[config.mk]
export PLATFORM = sky130hd
export DESIGN_NAME = tpg_multi_flat
export DESIGN_NICKNAME = d
export VERILOG_FILES = /design/src/rtl/tpg_multi_if.sv /design/src/rtl/tpg_multi.sv /design/src/flat_wrapper.sv
export SDC_FILE = /design/constraint.sdc
export NUM_CORES = 1
export LEC_CHECK = 0
export ABC_CLOCK_PERIOD_IN_PS = 4120
export CAP_MARGIN = 20
export CORE_MARGIN = 1
export CORE_UTILIZATION = 58
export DETAILED_ROUTE_END_ITERATION = 7
export PLACE_DENSITY = 0.86
export SYNTH_ARGS = -nofsm -noshare
export SYNTH_HDL_FRONTEND = slang
export SYNTH_SLANG_ARGS = --single-unit
[constraint.sdc]
create_clock -name clk -period 4.12 [get_ports clk]
set_clock_uncertainty 0.1 [all_clocks]
set_input_delay 0.412 -clock clk [delete_from_list [all_inputs] [get_ports clk]]
set_output_delay 0.412 -clock clk [all_outputs]
set_load 0.02 [all_outputs]
[src/rtl/tpg_multi_if.sv]
// Handshake/bus bundle for the multi-mode test pattern generator.
// The master drives run requests and stall, the slave (generator) drives patterns and status.
interface tpg_multi_if #(
    parameter int BITS = 8
);
    logic            start;
    logic [1:0]      mode;
    logic [BITS-1:0] seed;
    logic [BITS-1:0] num_patterns;
    logic            hold;
    logic [BITS-1:0] TEST_PATTERN;
    logic            VALID;
    logic            BUSY;
    logic            END;

    modport master (
        output start, mode, seed, num_patterns, hold,
        input  TEST_PATTERN, VALID, BUSY, END
    );

    modport slave (
        input  start, mode, seed, num_patterns, hold,
        output TEST_PATTERN, VALID, BUSY, END
    );
endinterface

[src/rtl/tpg_multi.sv]
// Multi-mode LBIST pattern generator: counter, Fibonacci LFSR or walking-one runs
// of programmable length, with stall via hold and a sticky completion flag.
module tpg_multi #(
    parameter int              BITS = 8,
    parameter logic [BITS-1:0] TAPS = 8'hB8
) (
    input logic        clk,
    input logic        rst,
    tpg_multi_if.slave bus
);
    typedef enum logic [1:0] {IDLE, RUN, DONE} state_t;
    typedef enum logic [1:0] {M_CNT, M_LFSR, M_WALK} mode_t;

    localparam logic [BITS:0] PERIOD_CNT  = {1'b1, {BITS{1'b0}}};
    localparam logic [BITS:0] PERIOD_LFSR = {1'b0, {BITS{1'b1}}};
    localparam logic [BITS:0] PERIOD_WALK = (BITS+1)'(BITS);
    localparam logic [BITS:0] ONE         = (BITS+1)'(1);

    state_t          state;
    mode_t           run_mode;
    logic [BITS-1:0] pattern;
    logic [BITS:0]   count;
    logic [BITS:0]   target;
    logic            busy;
    logic            end_flag;

    function automatic mode_t decode_mode(input logic [1:0] m);
        case (m)
            2'b01:   return M_LFSR;
            2'b10:   return M_WALK;
            default: return M_CNT;
        endcase
    endfunction

    function automatic logic [BITS-1:0] first_pattern(input mode_t m, input logic [BITS-1:0] s);
        case (m)
            // An all-zero LFSR state never leaves zero, so substitute 1.
            M_LFSR:  return (s == '0) ? BITS'(1) : s;
            M_WALK:  return BITS'(1);
            default: return s;
        endcase
    endfunction

    function automatic logic [BITS:0] full_period(input mode_t m);
        case (m)
            M_LFSR:  return PERIOD_LFSR;
            M_WALK:  return PERIOD_WALK;
            default: return PERIOD_CNT;
        endcase
    endfunction

    function automatic logic [BITS-1:0] next_pattern(input mode_t m, input logic [BITS-1:0] p);
        case (m)
            M_LFSR:  return {p[BITS-2:0], ^(p & TAPS)};
            M_WALK:  return {p[BITS-2:0], p[BITS-1]};
            default: return p + BITS'(1);
        endcase
    endfunction

    // NOTE: reset is tested first inside the clocked block, so it is synchronous and overrides start/hold.
    always_ff @(posedge clk) begin
        if (rst) begin
            state    <= IDLE;
            run_mode <= M_CNT;
            pattern  <= '0;
            count    <= '0;
            target   <= '0;
            busy     <= 1'b0;
            end_flag <= 1'b0;
        end else begin
            // NOTE: non-blocking assignments so every register sees pre-edge values of the others.
            case (state)
                IDLE, DONE: begin
                    if (bus.start) begin
                        state    <= RUN;
                        run_mode <= decode_mode(bus.mode);
                        pattern  <= first_pattern(decode_mode(bus.mode), bus.seed);
                        target   <= (bus.num_patterns == '0) ? full_period(decode_mode(bus.mode))
                                                             : {1'b0, bus.num_patterns};
                        count    <= '0;
                        busy     <= 1'b1;
                        end_flag <= 1'b0;
                    end
                end
                RUN: begin
                    if (!bus.hold) begin
                        count <= count + ONE;
                        if (count == target - ONE) begin
                            state    <= DONE;
                            busy     <= 1'b0;
                            end_flag <= 1'b1;
                        end else begin
                            pattern <= next_pattern(run_mode, pattern);
                        end
                    end
                end
                default: state <= IDLE;
            endcase
        end
    end

    assign bus.TEST_PATTERN = pattern;
    assign bus.BUSY         = busy;
    assign bus.END          = end_flag;
    assign bus.VALID        = busy & ~bus.hold;
endmodule

[src/flat_wrapper.sv]
// flat-port wrapper written by rule: the top's interface ports become plain ports
module tpg_multi_flat 
#(
    parameter int              BITS = 8,
    parameter logic [BITS-1:0] TAPS = 8'hB8
)
  (clk, rst, bus_start, bus_mode, bus_seed, bus_num_patterns, bus_hold, bus_TEST_PATTERN, bus_VALID, bus_BUSY, bus_END);
  tpg_multi_if #(.BITS(BITS)) bus_i ();
  input logic clk;
  input logic rst;
  input wire logic [$bits(bus_i.start)-1:0] bus_start;
  input wire logic [$bits(bus_i.mode)-1:0] bus_mode;
  input wire logic [$bits(bus_i.seed)-1:0] bus_seed;
  input wire logic [$bits(bus_i.num_patterns)-1:0] bus_num_patterns;
  input wire logic [$bits(bus_i.hold)-1:0] bus_hold;
  output wire logic [$bits(bus_i.TEST_PATTERN)-1:0] bus_TEST_PATTERN;
  output wire logic [$bits(bus_i.VALID)-1:0] bus_VALID;
  output wire logic [$bits(bus_i.BUSY)-1:0] bus_BUSY;
  output wire logic [$bits(bus_i.END)-1:0] bus_END;
  assign bus_i.start = bus_start;
  assign bus_i.mode = bus_mode;
  assign bus_i.seed = bus_seed;
  assign bus_i.num_patterns = bus_num_patterns;
  assign bus_i.hold = bus_hold;
  assign bus_TEST_PATTERN = bus_i.TEST_PATTERN;
  assign bus_VALID = bus_i.VALID;
  assign bus_BUSY = bus_i.BUSY;
  assign bus_END = bus_i.END;
  tpg_multi #(.BITS(BITS), .TAPS(TAPS)) u_core (.clk(clk), .rst(rst), .bus(bus_i));
endmodule
; After elaboration in Yosys (flattened, before gate mapping)
; Index checks and enable logic that the tools add are counted.
[totals]
regBits = 32
n_memories = 0
latchBits = 0
mem_bits_rw = 0
output_inout_bits = 11
rom_bits = 0
[classes]
reduce_logical = 11
n_div = 0
n_mux = 28
n_mul = 0
bitwise_logic = 2
addsub = 3
eq_ne = 13
order_cmp = 0
shift = 0
[ops]
columns = op, n
row1 = $pmux 8 s2, 3
row2 = $pmux 9 s2, 2
row3 = $mux 8, 4
row4 = $mux 9, 3
row5 = $logic_not 8->1, 2
row6 = $mux 2, 6
row7 = $add 9x1->9 const B, 1
row8 = $eq 9x9->1, 1
row9 = $sub 9x1->9 const B, 1
row10 = $add 8x1->8 const B, 1
row11 = $eq 2x1->1 const B, 4
row12 = $eq 2x2->1 const B, 4
row13 = $pmux 2 s2, 2
row14 = $reduce_and 4->1, 2
row15 = $reduce_xor 8->1, 1
row16 = $mux 1, 6
row17 = $ne 2x2->1 const B, 3
row18 = $reduce_and 3->1, 2
row19 = $pmux 1 s2, 2
row20 = $logic_not 2->1, 1
row21 = $ne 2x1->1 const B, 1
row22 = $reduce_and 2->1, 1
row23 = $reduce_bool 2->1, 1
row24 = $reduce_or 2->1, 1
row25 = other kinds (2), 2

; Depth between registers and ports, before layout
[depth]
depth_word = 9
depth_mapped = 10

; Worst setup path before layout
; Ideal clock, no wire load.
[synth_timing]
path_type = reg2reg
from = register u_core.target[0]
to = register u_core.busy (netlist: u_core.bus.BUSY)
path_stages_with_launch = 10
n_path_buf = 1
path_slack_ns = 1.673
synth_period_minus_slack_ns = 2.447
arrival_ns = 2.231
cell_sequence = dfxtp_1 inv_1 ha_1 clkbuf_2 or4b_4 nor4_2 xnor2_1 nand3_2 or4_4 o211a_1
[synth_via]
elab_chain_cells = 4
[synth_lines]
columns = item, line
row1 = "start, declared", tpg_multi.sv:23  ; logic [BITS:0] target;
row2 = "start signal, assigned", tpg_multi.sv:78  ; target <= (bus.num_patterns == '0) ? full_period(decode_mode(bus.mode))
row3 = $sub 9x1->9, tpg_multi.sv:88  ; if (count == target - ONE) begin
row4 = $eq 9x9->1, tpg_multi.sv:88
row5 = $ne 2x1->1 (no line), -
row6 = $reduce_and 4->1 (no line), -
row7 = "end signal, assigned", tpg_multi.sv:68  ; busy <= 1'b0;
row8 = "end signal, assigned", tpg_multi.sv:81  ; busy <= 1'b1;
row9 = "end signal, assigned", tpg_multi.sv:90  ; busy <= 1'b0;
row10 = "end, declared", tpg_multi.sv:24  ; logic busy;
; No other way between the ends.
; A chain may end at the register's enable or synchronous reset.

; Worst setup path after layout
[layout_timing]
from = register u_core.target[0]
to = register u_core.pattern[6] (netlist: u_core.bus.TEST_PATTERN[6])
[layout_via]
elab_chain_cells = 4
[layout_lines]
columns = item, line
row1 = $sub 9x1->9, tpg_multi.sv:88
row2 = $eq 9x9->1, tpg_multi.sv:88
row3 = $ne 2x2->1 (no line), -
row4 = $reduce_and 4->1 (no line), -
row5 = "end signal, assigned", tpg_multi.sv:77  ; pattern <= first_pattern(decode_mode(bus.mode), bus.seed);
row6 = "end signal, assigned", tpg_multi.sv:93  ; pattern <= next_pattern(run_mode, pattern);
row7 = "end, declared", tpg_multi.sv:21  ; logic [BITS-1:0] pattern;
; No other way between the ends.

==> flow_summary.yaml <==
flow_run:
  max-cap-violations: 0
route:
  ant_nets: 0
  viasPerCell: 5.750
  wl_per_cell_microns: 14.58
  dr_total_vias: 1886
  drt_iter0_markers: 175
  drc: 0
  routed_wl_microns: 4782
  firstDrtPassIters: 5
cts:
  clock-root-buffer: "clkbuf_4"
  postCtsHoldBufs: 0
  htreeDepth: 2
  cts_setup_buffers: 0
  cts_made_buffers: 5
  tritoncts: "built"
  insertion_delay_ns: 0.35
  cts.sinks: 32
  clk_path_buf_depth: 2
  cts.clk_slew.worst_paths_ns: 0.11
  cts_resized: 0
die:
  row_count: 21
  start_util_pct: 61.16
  die_y_microns: 61.55
  core_sq_um: 3363
  die_w_microns: 61.55
  die_area_sq_um: 3788
  io_pins: 33
setup_path:
  crit_fanout: 9
  crit_path_end: "u_core.bus.TEST_PATTERN[6]$_SDFFE_PP0P_"
  critPathLaunchType: "flop"
  startpoint: "u_core.target[0]$_SDFFE_PP0P_"
  endpoint_kind: "flop"
  reg2reg_slack_ns: 1.46
  cp.required_ns: 4.29
  crit_type: "reg2reg"
  cp_data_arrival_time_ns: 2.83
  reg2reg_from: "u_core.target[0]$_SDFFE_PP0P_"
  cp_cell_sequence: "inv_1 -> ha_1 -> or4b_4 -> xnor2_1 -> o32ai_1 -> nor2_1 -> o41ai_2 -> buf_4 -> mux2i_1"
  slowest_delay_ns: 0.54
  r2r_cells: 9
  cp_slowest_cell: "or4b_4"
  worstReg2RegEnd: "u_core.bus.TEST_PATTERN[6]$_SDFFE_PP0P_"
cells_and_area:
  mostFrequentLayoutCells: "nand2_1 (34), clkdlybuf4s50_1 (32), dfxtp_1 (32)"
  final_common_cell: "nand2_1"
  syn_to_final_growth_pct: 18.98
  drive_gt1_share_pct: 8.156
  antenna_cells: 0
  final_nets: 311
  n_fill_cell: 280
sta:
  hold_viol_final: 0
  worst_pin_slew_ns: 0.6055
  relSlewSlack_pct: 59.55
  rsz0062_at_grt: "no"
  fmax_ghz: 0.3764
  fin_crit_sh_pct: 64.49
  setup_ws_ns: 1.463
  min_period_ns: 2.657
  setup-tns-final_ns: 0
  setup_violations: 0
  maxSlewViolCount: 0
global_routing:
  antenna_found_initial: 0
  grt_pass1_wl_microns: 7493
  grt_max_degree: 22
  overflow: 0
  grt_util_all_layers_pct: 27.64
  grt_pass1_vias: 1575
place:
  place_ws_ns: 1.514
  dp_hpwl_microns: 3545
  port_buffers: 32
  gp_congestion: 0.8512
synth:
  synth-edff-count: 0
  async_flop_share_pct: 0
  syn-cell-area_sq_um: 2057
  ys_seq_elements: 32
  synthCells: 253
  ys_seq_area_share_pct: 31.14
  synthFlopType: "dfxtp_1"
  post_synth_num_cell_types: 51
  syn_nets: 283
  postSynthAreaPerCell_sq_um: 8.130
  ys_warn_count: 0
power_and_ir_drop:
  irDropWorstVdd_mv: 0.2377
  leakagePower_nw: 0.9621
  switching_share_pct: 32.75
  pwr_density_cell_nw_per_um2: 304.1
  power_switching_uw: 243.8
  p_comb_share_pct: 26.0
  clkPwrFrac_pct: 26.4
  p_int_uw: 500.5
  seq_power_share_pct: 47.6
run_status:
  outcome: "completed"
min_path:
  min_path_type: "reg2reg"
==> power groups by stage <==
stage	clock (mW)	sequential [mW]	combinational, mW
finish	0.197	0.354	0.194
global route	0.210	0.356	0.214
CTS	0.197	0.353	0.193
detailed placement	0	0.361	0.192
global placement	0	0.360	0.190
floorplan	0	0.360	0.127
==> cell usage after synthesis, drive strengths merged (8+ instances only) <==
| library cell | instances | share of area (%) |
|---|---|---|
| nand2 | 34 | 6.2 |
| dfxtp | 32 | 31 |
| nor2 | 20 | 3.6 |
| inv | 18 | 3.3 |
| a21oi | 15 | 4.0 |
| o21ai | 13 | 3.7 |
| xnor2 | 13 | 5.5 |
| xor2 | 11 | 4.7 |
| clkbuf | 10 | 1.9 |
| ha | 8 | 4.9 |
| mux2i | 8 | 3.9 |
| nand3 | 8 | 2.2 |
==> logic make-up (layout without fill, tap and decap cells) <==
logic type / count (synthesis) / count (layout) / synth area share [%]
fa+ha+maj: 8 / 8 / 4.866
mux: 9 / 9 / 4.441
simple gates: 96 / 96 / 24.45
compound gates: 54 / 54 / 18.86
flops: 32 / 32 / 31.14
xor+xnor: 24 / 24 / 10.22
buf+inv: 30 / 59 / 6.021
==> worst min path at each step <==
stage | from | endpoint | slack, ns | cells after the start
2_1_floorplan | u_core.target[8]$_SDFFE_PP0P_ | u_core.target[8]$_SDFFE_PP0P_ | 0.34 | 2
3_3_place_gp | u_core.run_mode[0]$_SDFFE_PP0P_ | u_core.run_mode[0]$_SDFFE_PP0P_ | 0.37 | 2
3_5_place_dp | u_core.bus.END$_SDFFE_PP0P_ | u_core.bus.END$_SDFFE_PP0P_ | 0.37 | 2
4_1_cts | u_core.run_mode[0]$_SDFFE_PP0P_ | u_core.run_mode[0]$_SDFFE_PP0P_ | 0.39 | 2
5_1_grt | u_core.bus.END$_SDFFE_PP0P_ | u_core.bus.END$_SDFFE_PP0P_ | 0.41 | 2
6_report | u_core.run_mode[0]$_SDFFE_PP0P_ | u_core.run_mode[0]$_SDFFE_PP0P_ | 0.39 | 2
==> metal layers <==
layer  track usage [%]  up-vias  wire length [microns]
met5                 0        -                      0
met4             12.06        0                     95
met3             7.353       11                    281
met2             39.32       69                   2021
met1             39.07      854                   2383
li1                  -      952                      -
==> through the flow <==
| stage | hold slack (ns) | area [sq um] | util (%) | power (mW) | cells |
|---|---|---|---|---|---|
| after floorplan | 0.3436 | 2057 | - | 0.4871 | 253 |
| after global placement | 0.3679 | 2386 | 70.94 | 0.5498 | 320 |
| after detailed placement | 0.3736 | 2386 | 70.94 | 0.5520 | 320 |
| after CTS | 0.3904 | 2447 | 72.77 | 0.7431 | 328 |
| after global routing | 0.4139 | 2447 | 72.77 | 0.7805 | 328 |
| final | 0.3949 | 2447 | 72.77 | 0.7443 | 328 |
==> worst max-delay path, delay by kind of cell (launching register included) <==
| kind | cells | cell delay (ns) |
|---|---|---|
| AO/OA/AOI/OAI | 2 | 0.48 |
| XOR/XNOR | 1 | 0.15 |
| adder cells (fa/ha/maj) | 1 | 0.29 |
| buffers and inverters | 2 | 0.35 |
| flip-flops | 1 | 0.37 |
| multiplexers | 1 | 0.19 |
| AND/OR/NAND/NOR | 2 | 0.65 |
==> registers in the layout, indices dropped and copies added, names as in the netlist <==
register / count
u_core.count: 9
u_core.target: 9
u_core.bus.TEST_PATTERN: 8
u_core.run_mode: 2
u_core.state: 2
u_core.bus.BUSY: 1
u_core.bus.END: 1
==> cell type report <==
| class | count | area [sq um] | share of cell area (%) |
|---|---|---|---|
| Inverter | 18 | 67.56 | 2.761 |
| Sequential cell | 32 | 640.6 | 26.18 |
| Multi-Input combinational cell | 191 | 1292 | 52.81 |
| Clock inverter | 2 | 10.01 | 0.4090 |
| Tap cell | 46 | 57.56 | 2.352 |
| Timing Repair Buffer | 33 | 327.8 | 13.39 |
| Clock buffer | 6 | 51.30 | 2.096 |
Note: power is estimated with default switching activity, not from simulation.
